**src/rtl/bcd_cnt_pkg.sv**
```systemverilog
// ============================================================================
// bcd_cnt_pkg : shared BCD types, constants and helper functions  (rev 1.0)
// ============================================================================
`default_nettype none

package bcd_cnt_pkg;

  typedef logic [3:0] bcd_digit_t;

  localparam bcd_digit_t BCD_MAX    = 4'd9;
  localparam int         MAX_DIGITS = 8;

  function automatic int pow10(input int digits);
    int r;
    r = 1;
    for (int i = 0; i < digits; i++) r = r * 10;
    return r;
  endfunction

  function automatic logic [4*MAX_DIGITS-1:0] int_to_bcd(input int value, input int digits);
    logic [4*MAX_DIGITS-1:0] r;
    int v;
    r = '0;
    v = value;
    for (int i = 0; i < MAX_DIGITS; i++) begin
      if (i < digits) begin
        r[4*i +: 4] = 4'(v % 10);
        v = v / 10;
      end
    end
    return r;
  endfunction

  function automatic logic bcd_valid(input logic [4*MAX_DIGITS-1:0] vec);
    logic ok;
    ok = 1'b1;
    for (int i = 0; i < MAX_DIGITS; i++) begin
      if (vec[4*i +: 4] > BCD_MAX) ok = 1'b0;
    end
    return ok;
  endfunction

endpackage

`default_nettype wire

```
**src/rtl/bcd_mod_counter_if.sv**
```systemverilog
// ============================================================================
// bcd_mod_counter_if : control/status bundle; `up` exists only with BCD_CNT_DOWN_EN  (rev 1.0)
// ============================================================================
`default_nettype none

interface bcd_mod_counter_if #(
  parameter int DIGITS = 2
);
  logic                  en;
  logic                  clr;
  logic                  load;
  logic [4*DIGITS-1:0]   load_val;
`ifdef BCD_CNT_DOWN_EN
  logic                  up;
`endif
  logic [4*DIGITS-1:0]   count;
  logic                  tc;
  logic                  wrap;
  logic                  err;

  modport master (
    output en, clr, load, load_val,
`ifdef BCD_CNT_DOWN_EN
    output up,
`endif
    input  count, tc, wrap, err
  );

  modport slave (
    input  en, clr, load, load_val,
`ifdef BCD_CNT_DOWN_EN
    input  up,
`endif
    output count, tc, wrap, err
  );
endinterface

`default_nettype wire

```
**src/rtl/bcd_digit_step.sv**
```systemverilog
// ============================================================================
// bcd_digit_step : one BCD digit +/-1 with carry/borrow; down path only with BCD_CNT_DOWN_EN  (rev 1.0)
// ============================================================================
`default_nettype none

module bcd_digit_step
  import bcd_cnt_pkg::*;
(
  input  bcd_digit_t digit,
  input  logic       cin,
`ifdef BCD_CNT_DOWN_EN
  input  logic       up,
`endif
  output bcd_digit_t next_digit,
  output logic       cout
);

  always_comb begin
    next_digit = digit;
    cout       = 1'b0;
    if (cin) begin
`ifdef BCD_CNT_DOWN_EN
      if (!up) begin
        if (digit == 4'd0) begin
          next_digit = BCD_MAX;
          cout       = 1'b1;
        end else begin
          next_digit = digit - 4'd1;
        end
      end else
`endif
      begin
        if (digit == BCD_MAX) begin
          next_digit = 4'd0;
          cout       = 1'b1;
        end else begin
          next_digit = digit + 4'd1;
        end
      end
    end
  end

endmodule

`default_nettype wire

```
**src/rtl/bcd_mod_counter.sv**
```systemverilog
// ============================================================================
// bcd_mod_counter : DIGITS-digit packed BCD modulo-MODULUS counter; up/down with BCD_CNT_DOWN_EN  (rev 1.0)
// ============================================================================
`default_nettype none

module bcd_mod_counter
  import bcd_cnt_pkg::*;
#(
  parameter int DIGITS  = 2,
  parameter int MODULUS = 60
) (
  input  logic                clk,
  input  logic                reset,
  bcd_mod_counter_if.slave    bus
);

  localparam int                         W         = 4 * DIGITS;
  localparam logic [4*MAX_DIGITS-1:0]    MAX_BCD32 = int_to_bcd(MODULUS - 1, DIGITS);
  localparam logic [W-1:0]               MAX_BCD   = MAX_BCD32[W-1:0];

  if (DIGITS < 1 || DIGITS > MAX_DIGITS || MODULUS < 2 || MODULUS > pow10(DIGITS)) begin : g_bad_cfg
    $error("bcd_mod_counter: DIGITS or MODULUS out of range");
  end

  logic [W-1:0]    count_r;
  logic            wrap_r;
  logic            err_r;
  logic [W-1:0]    step_val;
  logic [DIGITS:0] carry;
  logic            at_term;
  logic [W-1:0]    wrap_val;
  logic            load_ok;
  logic            unused_carry;

  assign carry[0]     = 1'b1;
  assign unused_carry = carry[DIGITS];

  for (genvar i = 0; i < DIGITS; i++) begin : g_digit
    bcd_digit_step u_step (
      .digit      (count_r[4*i +: 4]),
      .cin        (carry[i]),
`ifdef BCD_CNT_DOWN_EN
      .up         (bus.up),
`endif
      .next_digit (step_val[4*i +: 4]),
      .cout       (carry[i+1])
    );
  end

  // The modulus override replaces the natural digit-chain result at the terminal value.
`ifdef BCD_CNT_DOWN_EN
  assign at_term  = bus.up ? (count_r == MAX_BCD) : (count_r == '0);
  assign wrap_val = bus.up ? '0 : MAX_BCD;
`else
  assign at_term  = (count_r == MAX_BCD);
  assign wrap_val = '0;
`endif

  // For valid BCD, numeric order of the packed vector matches decimal order.
  assign load_ok = bcd_valid((4*MAX_DIGITS)'(bus.load_val)) && (bus.load_val <= MAX_BCD);

  assign bus.tc    = bus.en & ~bus.clr & ~bus.load & at_term;
  assign bus.count = count_r;
  assign bus.wrap  = wrap_r;
  assign bus.err   = err_r;

  always_ff @(posedge clk or negedge reset) begin
    if (!reset) begin
      count_r <= '0;
      wrap_r  <= 1'b0;
      err_r   <= 1'b0;
    end else begin
      wrap_r <= 1'b0;
      if (bus.clr) begin
        count_r <= '0;
        err_r   <= 1'b0;
      end else if (bus.load) begin
        if (load_ok) count_r <= bus.load_val;
        else         err_r   <= 1'b1;
      end else if (bus.en) begin
        if (at_term) begin
          count_r <= wrap_val;
          wrap_r  <= 1'b1;
        end else begin
          count_r <= step_val;
        end
      end
    end
  end

endmodule

`default_nettype wire
```
**src/flat_wrapper.sv**
```systemverilog
// flat-port wrapper written by rule: the top's interface ports become plain ports
module bcd_mod_counter_flat import bcd_cnt_pkg::*;
#(
  parameter int DIGITS  = 2,
  parameter int MODULUS = 60
)
  (clk, reset, bus_en, bus_clr, bus_load, bus_load_val, bus_count, bus_tc, bus_wrap, bus_err);
  bcd_mod_counter_if #(.DIGITS(DIGITS)) bus_i ();
  input  logic clk;
  input  logic reset;
  input wire logic [$bits(bus_i.en)-1:0] bus_en;
  input wire logic [$bits(bus_i.clr)-1:0] bus_clr;
  input wire logic [$bits(bus_i.load)-1:0] bus_load;
  input wire logic [$bits(bus_i.load_val)-1:0] bus_load_val;
  output wire logic [$bits(bus_i.count)-1:0] bus_count;
  output wire logic [$bits(bus_i.tc)-1:0] bus_tc;
  output wire logic [$bits(bus_i.wrap)-1:0] bus_wrap;
  output wire logic [$bits(bus_i.err)-1:0] bus_err;
  assign bus_i.en = bus_en;
  assign bus_i.clr = bus_clr;
  assign bus_i.load = bus_load;
  assign bus_i.load_val = bus_load_val;
  assign bus_count = bus_i.count;
  assign bus_tc = bus_i.tc;
  assign bus_wrap = bus_i.wrap;
  assign bus_err = bus_i.err;
  bcd_mod_counter #(.DIGITS(DIGITS), .MODULUS(MODULUS)) u_core (.clk(clk), .reset(reset), .bus(bus_i));
endmodule
```
**config.mk**
```make
export PLATFORM = sky130hd
export DESIGN_NAME = bcd_mod_counter_flat
export DESIGN_NICKNAME = d
export VERILOG_FILES = /design/src/rtl/bcd_cnt_pkg.sv /design/src/rtl/bcd_mod_counter_if.sv /design/src/rtl/bcd_digit_step.sv /design/src/rtl/bcd_mod_counter.sv /design/src/flat_wrapper.sv
export SDC_FILE = /design/constraint.sdc
export NUM_CORES = 1
export LEC_CHECK = 0
export CAP_MARGIN = 20
export CORE_MARGIN = 4
export CORE_UTILIZATION = 47
export DETAILED_ROUTE_END_ITERATION = 16
export HOLD_SLACK_MARGIN = 0.08
export PLACE_DENSITY = 0.81
export SETUP_SLACK_MARGIN = 0.2
export SKIP_CTS_REPAIR_TIMING = 1
export SYNTH_ARGS = -nofsm -noshare
export SYNTH_HDL_FRONTEND = slang
export SYNTH_SLANG_ARGS = --single-unit
```
**constraint.sdc**
```tcl
create_clock -name clk -period 4.6 [get_ports clk]
set_clock_uncertainty 0.15 [all_clocks]
set_input_delay 0.92 -clock clk [delete_from_list [all_inputs] [get_ports clk]]
set_output_delay 0.92 -clock clk [all_outputs]
set_load 0.02 [all_outputs]
```
# == After elaboration in Yosys (flattened, before gate mapping) ==
# Cells that the tools add are included.
# classes
n_addsub,2
n_lt_le_gt_ge,3
n_eq_ne,5
muxes,18
n_bitwise,5
reduce_logical,7
# op_table
operator,n
8-bit two-way mux,5
4-bit two-way mux,3
1-bit two-way mux,10
4-bit by 1-bit adder with 4-bit output (second input constant),2
4-bit == test (second input constant),2
8-bit by 7-bit == test with 1-bit output (second input constant),1
4-bit greater-than comparator (second input constant),2
8-bit by 7-bit less-or-equal comparator with 1-bit output (second input constant),1
2-bit AND reduction,2
4-bit nonzero test,1
1-bit bitwise AND,3
3-bit by 2-bit != test with 1-bit output (second input constant),1
3-bit AND reduction,1
3-bit nonzero test,1
2-bit != test (second input constant),1
1-bit NOT,2
2-bit nonzero test,1
1-bit logical AND,1
# totals
regBits,10
in_bits,13
output_inout_bits,11
elab_cells,44

# == Longest topological paths before layout ==
# Gate-level depths: netlist (run 1).
# logic_depth
ltp_word,7
mapped_depth,6
ltp_nobuf,6

# == By module ==
# From an unflattened synthesis (run 1), not the netlist that was laid out.
# hier_totals
hier_cells,77
area_unflattened_um2,684.4
# modules_own_cells
module,instances,cells_per_inst,area_each_um2,seq_area_each_um2
bcd_mod_counter,1,51,499.2,250.2
bcd_digit_step,2,13,92.6,0.0

# == Worst setup path before layout (run 1) ==
# No wires, ideal clock.
# synth_timing
path_type,input -> output
from,input port bus_load
to,output port bus_tc
arrival_time_ns,1.965
t_required_ns,3.530
slack_ns,1.565
path_stages,3
n_path_buf,1
path_cell_list,or2_1 -> buf_6 -> nor4_1
# synth_between
elab_chain_cells,3
# synth_rtl
element,line_no,text
"start, declared",flat_wrapper.sv:13,input wire logic [$bits(bus_i.load)-1:0] bus_load;
1-bit NOT,bcd_mod_counter.sv:62,assign bus.tc = bus.en & ~bus.clr & ~bus.load & at_term;
1-bit bitwise AND (2 in series),bcd_mod_counter.sv:62,
"end, declared",flat_wrapper.sv:16,output wire logic [$bits(bus_i.tc)-1:0] bus_tc;
# No other way between the ends.

# == Final worst setup path (run 1) ==
# Same ends and word-level chain as after synthesis.

==> summary.txt, run 1 <==
STA
  – Unrepaired setup endpoints after global routing: no
  – Max_slew headroom: 45.8%
  – Hold WS: 0.375 ns
  – Final period utilization: 84.6%
  – Worst-margin pin slew: 0.813 ns
  – # setup viols final: 0
  – Fin Setup TNS: 0 ns
  – Clock period minus worst slack: between 3 and 4 ns
  – FMAX: 257 MHz
  – Max-slew violation count: 0
  – Final Hold Viols: 0

Yosys
  – Ys async rst share: between 90% and 100%
  – Area contributors post-synth: dfrtp_1, ha_1, a21oi_1
  – Ys Warns: 0
  – Library cells used by synthesis: 35
  – Synth Net Count: 92
  – Top-area cell type share of the netlist area: ~36%
  – Syn Inst Count: 75
  – Mapped Area: 692 µm²
  – Post-synthesis mux area share: 3.62%
  – EDFF count, synth: 0
  – Commonest cells in the netlist: dfrtp_1, inv_1, a21oi_1
  – Post-synthesis sequential area ratio: 36.2%
  – Adder-Cell Fraction of Synth Area: 7.23%
  – Synth Area in XOR/XNOR: 0%
  – Most common cell in the netlist: dfrtp_1
  – Leading area contributor after synthesis: dfrtp_1
  – Avg Inst Size Synth: between 9 and 10 µm²
  – Main combinational cell family by area after synthesis: compound AO/OA/AOI/OAI gates
  – Post-synth top flop: dfrtp_1
  – Post-synthesis compound-gate area fraction: 28.0%
  – Yosys reg bits: 10
  – Simple-Gate Fraction of Synth Area: 17.7%

Die
  – DIE HEIGHT: 46.4 µm
  – Die width: 46.4 µm
  – Num rows: 13
  – Core ar.: 0.00135 mm²
  – Io pins: 24
  – Starting Density: 51.3%
  – Die area: 0.00215 mm²

Cells and area
  – Nets@finish: 117
  – Layout cells sized above 1: 8.08%
  – Final non-filler cell total: 114
  – Number of diodes: 0
  – Layout area overhead: 38.3%
  – Filler instances: 112

Clocking
  – Clk root buf: clkbuf_4
  – CTS Buffer Depth: 2
  – H-tree depth: 1
  – Num CTS Buffers: 3
  – Clock transition at path regs: 0.08 ns
  – Worst-Skew Late Latency: roughly 0.27 ns
  – # clock sinks: 10
  – CTS tree: done

Worst hold path
  – Min-delay src: u_core.bus.err
  – WHS Endpoint: u_core.bus.err
  – Worst min-delay path category: register to register
  – Hold Path Depth: 2

Global routing
  – GRT Overall Usage: 19.0%
  – Grt ovf: 0
  – Initial antenna violation count: 0
  – First-pass GRT wire length: 2.79 mm
  – Largest net degree at the start of global routing: 13
  – Vias in the first global route: 664

Setup path
  – Crit-path max FO: 9
  – CP required: 3.53 ns
  – Crit path arrival time: approximately 2.8 ns
  – Worst Setup Start Kind: primary input
  – Reg2Reg Setup Slack: 2.77 ns
  – Endpoint class of the critical path: output port
  – R2r startpoint: u_core.bus.count[1]
  – Crit Path Category: primary input to output port
  – Worst R2R End: u_core.bus.count[4]
  – Worst R2R Path Depth: 6
  – Worst setup startpoint: bus_load

Job
  – Total of max-cap violations: 0

Power and ir drop
  – Tot Pwr: 0.000298 W
  – VDD IR max: 0.261 mV
  – PwrDens: 312 mW/mm²
  – Static Leakage: slightly below 0.4 nW

Outcome
  – Status: finished clean

Drt
  – Final wirelength: 1.81 mm
  – Detailed-route via count: 678
  – Routed WL per cell: roughly 16 µm
  – Vias/cell: just under 6
  – First DRT Iteration DRCs: 6
  – ANT nets after route: 0
  – Initial DRT Pass Iterations: 4
  – Drc violations: 0

Placement
  – Post-DP HPWL: 1.33 mm
  – I/O Buffers: 23
  – GP Congestion: 0.777
  – Placed Cells: 110
==> where the power goes <==
part / switching, W / total [W] / internal, W
combinational: 0.0000510 / 0.000102 / 0.0000506
clock: 0.0000365 / 0.0000846 / 0.0000481
sequential: 0.0000140 / 0.000112 / 0.0000983
total: 0.000101 / 0.000298 / 0.000197
==> final cells by class <==
type	count	area (µm²)	area share [%]
tap	15	18.8	1.96
timing repair buffer	23	230	24.1
inverter	8	30.0	3.14
multi-input combinational	54	392	40.9
clock buffer	4	36.3	3.79
sequential	10	250	26.1
==> kinds of logic (layout without fill, tap and decap cells) <==
| kind of cell | after synthesis | in the layout |
|---|---|---|
| mux | 2 | 2 |
| buf+inv | 11 | 35 |
| compound gates | 26 | 26 |
| flops | 10 | 10 |
| simple gates | 22 | 22 |
| fa+ha+maj | 4 | 4 |
==> metrics by stage <==
step	worst slack [ns]	cell area, µm²	utilization (%)
2_1_floorplan	1.56	692	-
3_3_place_gp	0.791	921	68.2
3_5_place_dp	0.735	921	68.2
4_1_cts	0.716	957	70.9
5_1_grt	0.645	957	70.9
6_report	0.707	957	70.9
==> flip-flops by register name, indices dropped and copies added, names as in the netlist <==
register          count
u_core.bus.count      8
u_core.bus.err        1
u_core.bus.wrap       1
==> layer usage <==
metal | routed length [µm] | up-vias | GRT usage (%)
met3 | 137 | 6 | 4.30
met1 | 750 | 316 | 20.4
met5 | 0 | - | 0
met4 | 57 | 0 | 13.1
met2 | 863 | 27 | 32.4
li1 | - | 329 | -
==> worst max-delay path by stage <==
| stage | to | slack, ns |
|---|---|---|
| floorplan | bus_tc | 1.56 |
| global placement | bus_tc | 0.79 |
| detailed placement | bus_tc | 0.73 |
| CTS | bus_tc | 0.72 |
| global route | bus_tc | 0.65 |
| finish | bus_tc | 0.71 |
==> placed cells by master, fill, tap and decap left out, types with 2 or more instances in the layout <==
cell type,Yosys,routed
dfrtp_1,10,10
a21oi_1,6,6
o31ai_1,2,2
o21ai_1,2,2
nor4_1,2,2
nor2b_1,4,4
o21ai_0,4,4
inv_1,8,8
a32oi_1,2,2
clkbuf_4,0,3
or2_1,2,2
ha_1,4,4
nand2_1,2,2
nor2_1,4,4
nor3_1,2,2
clkdlybuf4s50_1,0,23
==> critical path, cell delays in order <==
cell and delay (ns):
clkdlybuf4s50_1 0.50, or2_1 0.40, nor4_1 0.33, clkdlybuf4s50_1 0.67
Note: power is estimated with default switching activity, not from simulation.
==> run 2: changes to the inputs <==
Settings changed: CORE_UTILIZATION 47 to 43, PLACE_DENSITY 0.81 to 0.75.
Clock period 4.6 ns to 3.7 ns, I/O delays scaled along.
==> run 2 against run 1 <==
  * Final area up 1.7%
  * Global-route usage down 1.3 points
  * Cell count up 2.6%
  * Total power up 24%
  * Largest cell class unchanged
==> summary.txt, run 2 (synthesis results as in run 1) <==
Drt
  – First DRT Iteration DRCs: 11 (was 6)
  – Routed WL per cell: 14.4 µm (was 15.9 µm)
  – Met1 wire length: 730 µm (was 750 µm)
  – Top Layer Used: met4 (unchanged)
  – Drc violations: 0 (unchanged)
  – ANT nets after route: 0 (unchanged)
  – WL met2: 793 µm (was 863 µm)
  – Detailed-route via count: 672 (was 678)
  – Final wirelength: 1.69 mm (was 1.81 mm)
  – Initial DRT Pass Iterations: 4 (unchanged)
  – Met3 WL: 147 µm (was 137 µm)
  – Vias/cell: 5.74 (was 5.95)

Clocking
  – # clock sinks: 10 (unchanged)
  – Clock transition at path regs: 0.07 ns (was 0.08 ns)
  – Clk root buf: clkbuf_4 (unchanged)
  – H-tree depth: 1 (unchanged)
  – CTS tree: done (unchanged)
  – Num CTS Buffers: 3 (unchanged)
  – CTS Buffer Depth: 2 (unchanged)
  – Worst-Skew Late Latency: 0.27 ns (about the same)

Cells and area
  – Filler instances: 134 (was 112)
  – Register area: 250 µm² (unchanged)
  – Commonest cells after routing, fill and taps aside: clkdlybuf4s50_1, dfrtp_1, inv_1, a21oi_1 (unchanged)
  – Max reg flops: 8 (unchanged)
  – Area of the multi-input gates: 392 µm² (unchanged)
  – Nets@finish: 119 (was 117)
  – Commonest non-fill, non-tap cell in the layout: clkdlybuf4s50_1 (unchanged)
  – Finished Cell Area: 973 µm² (was 957 µm²)
  – Layout area overhead: 40.7% (was 38.3%)
  – Number of diodes: 0 (unchanged)
  – Layout cells sized above 1: 9.90% (was 8.08%)

Die
  – Io pins: 24 (unchanged)
  – DIE HEIGHT: 48.1 µm (was 46.4 µm)
  – Core ar.: 0.00151 mm² (was 0.00135 mm²)
  – Starting Density: 45.9% (was 51.3%)
  – Num rows: 14 (was 13)
  – Die area: 0.00232 mm² (was 0.00215 mm²)
  – Die width: 48.1 µm (was 46.4 µm)

STA
  – Hold WS: 0.364 ns (was 0.375 ns)
  – Clock period minus worst slack: 3.32 ns
  – # setup viols final: 0 (unchanged)
  – Final period utilization: approximately 90%
  – Max_slew headroom: 61.0% (was 45.8%)
  – Max-slew violation count: 0 (unchanged)
  – Fin Setup TNS: 0 ns (unchanged)
  – Unrepaired setup endpoints after global routing: no (unchanged)
  – Worst-margin pin slew: 0.584 ns (was 0.813 ns)
  – FMAX: 302 MHz
  – Final Hold Viols: 0 (unchanged)

Power and ir drop
  – VDD IR max: 0.202 mV (was 0.261 mV)
  – Tot Pwr: 0.000369 W (was 0.000298 W)
  – PwrDens: 379 mW/mm² (was 312 mW/mm²)
  – Static Leakage: 0.401 nW (was 0.392 nW)

Placement
  – Post-DP HPWL: 1.28 mm (was 1.33 mm)
  – DP Area: 937 µm² (was 921 µm²)
  – GP Congestion: 0.790 (was 0.777)
  – I/O Buffers: 23 (unchanged)

Global routing
  – Largest net degree at the start of global routing: 13 (unchanged)
  – First-pass GRT wire length: 2.83 mm (was 2.79 mm)
  – Initial antenna violation count: 0 (unchanged)
  – GRT Overall Usage: 17.7% (was 19.0%)
  – Grt ovf: 0 (unchanged)
  – Vias in the first global route: 630 (was 664)

Setup path
  – Crit-path max FO: 6 (was 9)
  – Crit path arrival time: 2.43 ns (was 2.82 ns)
  – CP required: 2.81 ns (was 3.53 ns)
  – Endpoint class of the critical path: output port (unchanged)
  – Crit Path Category: primary input to output port (unchanged)
  – Worst Setup Start Kind: primary input (unchanged)

Job
  – Total of max-cap violations: 0 (unchanged)

Outcome
  – Status: finished clean (unchanged)

Worst hold path
  – Worst min-delay path category: register to register (unchanged)
==> run 2: cell types whose count changed in the layout (fill, tap and decap cells not counted), sizes merged <==
cell,change
buf,+2
==> run 2: critical path, stage by stage <==
cell and delay, ns:
clkdlybuf4s50_1 0.50, or2_1 0.28, nor4_1 0.25, clkdlybuf4s50_1 0.66
==> run 2: per-layer routing <==
metal  vias up  global-route usage, %
met5         -                      0
met4         0                   6.45
met3         5                   7.01
met2        22                   27.7
met1       315                   21.8
li1        330                      -
==> run 2: stage by stage <==
step           setup slack, ns  util, %  cells
2_1_floorplan             1.02        -     75
3_3_place_gp             0.428     62.2    113
3_5_place_dp             0.376     62.2    113
4_1_cts                  0.374     64.6    117
5_1_grt                  0.298     64.6    117
6_report                 0.383     64.6    117
==> run 2: worst paths after layout <==
path,from,endpoint,slack (ns),cells past startpoint
max,bus_load,bus_tc,0.38,4
min,u_core.bus.err,u_core.bus.err,0.36,2
max reg2reg,u_core.bus.count[5],u_core.bus.count[4],1.85,6
min reg2reg,u_core.bus.err,u_core.bus.err,0.36,2
max in group asynchronous,reset,u_core.bus.count[3],2.44,1
min in group asynchronous,reset,u_core.bus.count[5],0.64,1
==> run 2: where the power goes <==
part	switching, W	internal (W)
registers	0.0000177	0.000122
logic	0.0000624	0.0000645
clock network	0.0000422	0.0000598
total	0.000122	0.000246
==> run 2: final cells by class <==
type                       instances  share of cell area (%)
multi-input combinational         54                    40.2
clock buffer                       4                    3.73
timing repair buffer              25                    25.2
inverter                           8                    3.08
tap                               16                    2.06
sequential                        10                    25.7
==> run 3: changes to the inputs <==
Settings changed: CORE_ASPECT_RATIO set to 1.2.
==> run 3 against run 2 <==
  * Routed wire length rose by 1.4%
  * Clock power about the same
  * Hold slack worse by 0.0067 ns
  * Critical path type unchanged
  * Combinational power is essentially flat
  * Register-to-register slack about the same
  * Maximum frequency increased by 0.79%
  * Sequential power hardly changed
  * Setup slack better by 0.026 ns
  * Die area up 0.11%
  * Sequential cell count unchanged
  * Via count up 1.5%
  * Cell count rose by 0.85%
==> summary.txt, run 3 (synthesis results as in run 1) <==
Clocking
  – CTS tree: done (unchanged)
  – Clk root buf: clkbuf_4 (unchanged)
  – CTS Buffer Depth: 2 (unchanged)
  – # clock sinks: 10 (unchanged)
  – Worst-Skew Late Latency: 0.27 ns (about the same)
  – H-tree depth: 1 (unchanged)
  – Num CTS Buffers: 3 (unchanged)
  – Clock transition at path regs: 0.07 ns (about the same)

Cells and area
  – Commonest cells after routing, fill and taps aside: clkdlybuf4s50_1, dfrtp_1, inv_1, a21oi_1 (unchanged)
  – Layout area overhead: 40.9% (was 40.7%)
  – Layout cells sized above 1: 9.90% (unchanged)
  – Max reg flops: 8 (unchanged)
  – Area of the multi-input gates: 392 µm² (unchanged)
  – Nets@finish: 119 (unchanged)
  – Filler instances: 129 (was 134)
  – Finished Cell Area: 975 µm² (was 973 µm²)
  – Register area: 250 µm² (unchanged)
  – Commonest non-fill, non-tap cell in the layout: clkdlybuf4s50_1 (unchanged)
  – Number of diodes: 0 (unchanged)

Power and ir drop
  – PwrDens: 377 mW/mm² (was 379 mW/mm²)
  – Static Leakage: 0.401 nW (unchanged)
  – Tot Pwr: 0.000367 W (was 0.000369 W)
  – VDD IR max: 0.225 mV (was 0.202 mV)

Setup path
  – Worst R2R End: u_core.bus.count[4] (unchanged)
  – Crit path max-delay cell type: clkdlybuf4s50_1 (unchanged)
  – Slowest cell delay on critical path: 0.64 ns (was 0.66 ns)
  – Reg2Reg Setup Slack: 1.84 ns (was 1.85 ns)
  – Worst Setup Start Kind: primary input (unchanged)
  – Crit path top cell by count: clkdlybuf4s50_1 (unchanged)
  – Endpoint class of the critical path: output port (unchanged)
  – Crit-path max FO: 6 (unchanged)
  – Crit Path Category: primary input to output port (unchanged)
  – R2r startpoint: u_core.bus.count[1] (was u_core.bus.count[5])
  – CP required: 2.81 ns (about the same)
  – Critical-path cell list: clkdlybuf4s50_1 > or2_1 > nor4_1 > clkdlybuf4s50_1 (unchanged)
  – Worst path bufs/invs: 2 (unchanged)
  – Worst R2R Path Depth: 6 (unchanged)
  – Crit path arrival time: 2.40 ns (was 2.43 ns)
  – Worst path top cell family by delay: buffers and inverters (unchanged)

Die
  – Num rows: 15 (was 14)
  – Core ar.: 0.00148 mm² (was 0.00151 mm²)
  – Starting Density: 46.7% (was 45.9%)
  – Io pins: 24 (unchanged)
  – Die width: 44.6 µm (was 48.1 µm)
  – DIE HEIGHT: 51.9 µm (was 48.1 µm)
  – Die area: 0.00232 mm² (about the same)

STA
  – Worst-margin pin slew: 0.604 ns (was 0.584 ns)
  – Hold WS: 0.357 ns (was 0.364 ns)
  – Max-slew violation count: 0 (unchanged)
  – Clock period minus worst slack: 3.29 ns (was 3.32 ns)
  – Fin Setup TNS: 0 ns (unchanged)
  – FMAX: 304 MHz (was 302 MHz)
  – # setup viols final: 0 (unchanged)
  – PnR worst setup slack: 0.409 ns (was 0.383 ns)
  – Final period utilization: 88.9% (was 89.6%)
  – Final Hold Viols: 0 (unchanged)
  – Unrepaired setup endpoints after global routing: no (unchanged)
  – Max_slew headroom: 59.7% (was 61.0%)

Worst hold path
  – WHS Endpoint: u_core.bus.err (unchanged)
  – Min-delay src: u_core.bus.err (unchanged)
  – Hold Path Depth: 2 (unchanged)
  – Worst min-delay path category: register to register (unchanged)

Global routing
  – First-pass GRT wire length: 2.71 mm (was 2.83 mm)
  – GRT Overall Usage: 15.8% (was 17.7%)
  – Vias in the first global route: 633 (was 630)
  – Grt ovf: 0 (unchanged)
  – Initial antenna violation count: 0 (unchanged)
  – Largest net degree at the start of global routing: 13 (unchanged)

Drt
  – Final wirelength: 1.71 mm (was 1.69 mm)
  – Initial DRT Pass Iterations: 4 (unchanged)
  – ANT nets after route: 0 (unchanged)
  – Drc violations: 0 (unchanged)
  – First DRT Iteration DRCs: 15 (was 11)
  – Detailed-route via count: 682 (was 672)
  – Routed WL per cell: 14.5 µm (was 14.4 µm)
  – Vias/cell: 5.78 (was 5.74)

Job
  – Total of max-cap violations: 0 (unchanged)

Placement
  – Post-DP HPWL: 1.29 mm (was 1.28 mm)
  – I/O Buffers: 23 (unchanged)
  – Pre-CTS setup slack: 0.413 ns (was 0.376 ns)
  – GP Congestion: 0.777 (was 0.790)
  – DP Area: 938 µm² (was 937 µm²)

Outcome
  – Status: finished clean (unchanged)
[run 3: worst max path at each step]
stage                   from  endpoint  cells after the start
floorplan           bus_load    bus_tc                      3
global placement    bus_load    bus_tc                      4
detailed placement  bus_load    bus_tc                      4
CTS                 bus_load    bus_tc                      4
global route        bus_load    bus_tc                      4
finish              bus_load    bus_tc                      4
[run 3: area by class of cell]
type / count / area share, %
clock buffer: 4 / 3.72
inverter: 8 / 3.08
multi-input combinational: 54 / 40.2
sequential: 10 / 25.7
tap: 17 / 2.18
timing repair buffer: 25 / 25.2
[run 3: per-stage QoR]
step,instances,utilization [%]
floorplan,75,-
global route,118,65.7
CTS,118,65.7
detailed placement,114,63.3
global placement,114,63.3
finish,118,65.7
[run 3: per-layer routing]
metal / share of wire (%) / up-vias / track usage [%]
li1: - / 334 / -
met1: 42 / 320 / 18.0
met2: 50 / 26 / 27.0
met3: 7.0 / 2 / 3.46
met4: 1.2 / 0 / 7.54
met5: 0 / - / 0
[run 3: tightest hold or removal path, stage by stage, from the launching register on]
cell and delay, ns:
dfrtp_1 0.35, a21oi_1 0.05, nor2_1 0.07
[run 3: power breakdown]
| part | switching [W] | total (W) | internal [W] |
|---|---|---|---|
| clock | 0.0000412 | 0.000101 | 0.0000598 |
| combinational | 0.0000625 | 0.000127 | 0.0000645 |
| sequential | 0.0000170 | 0.000139 | 0.000122 |
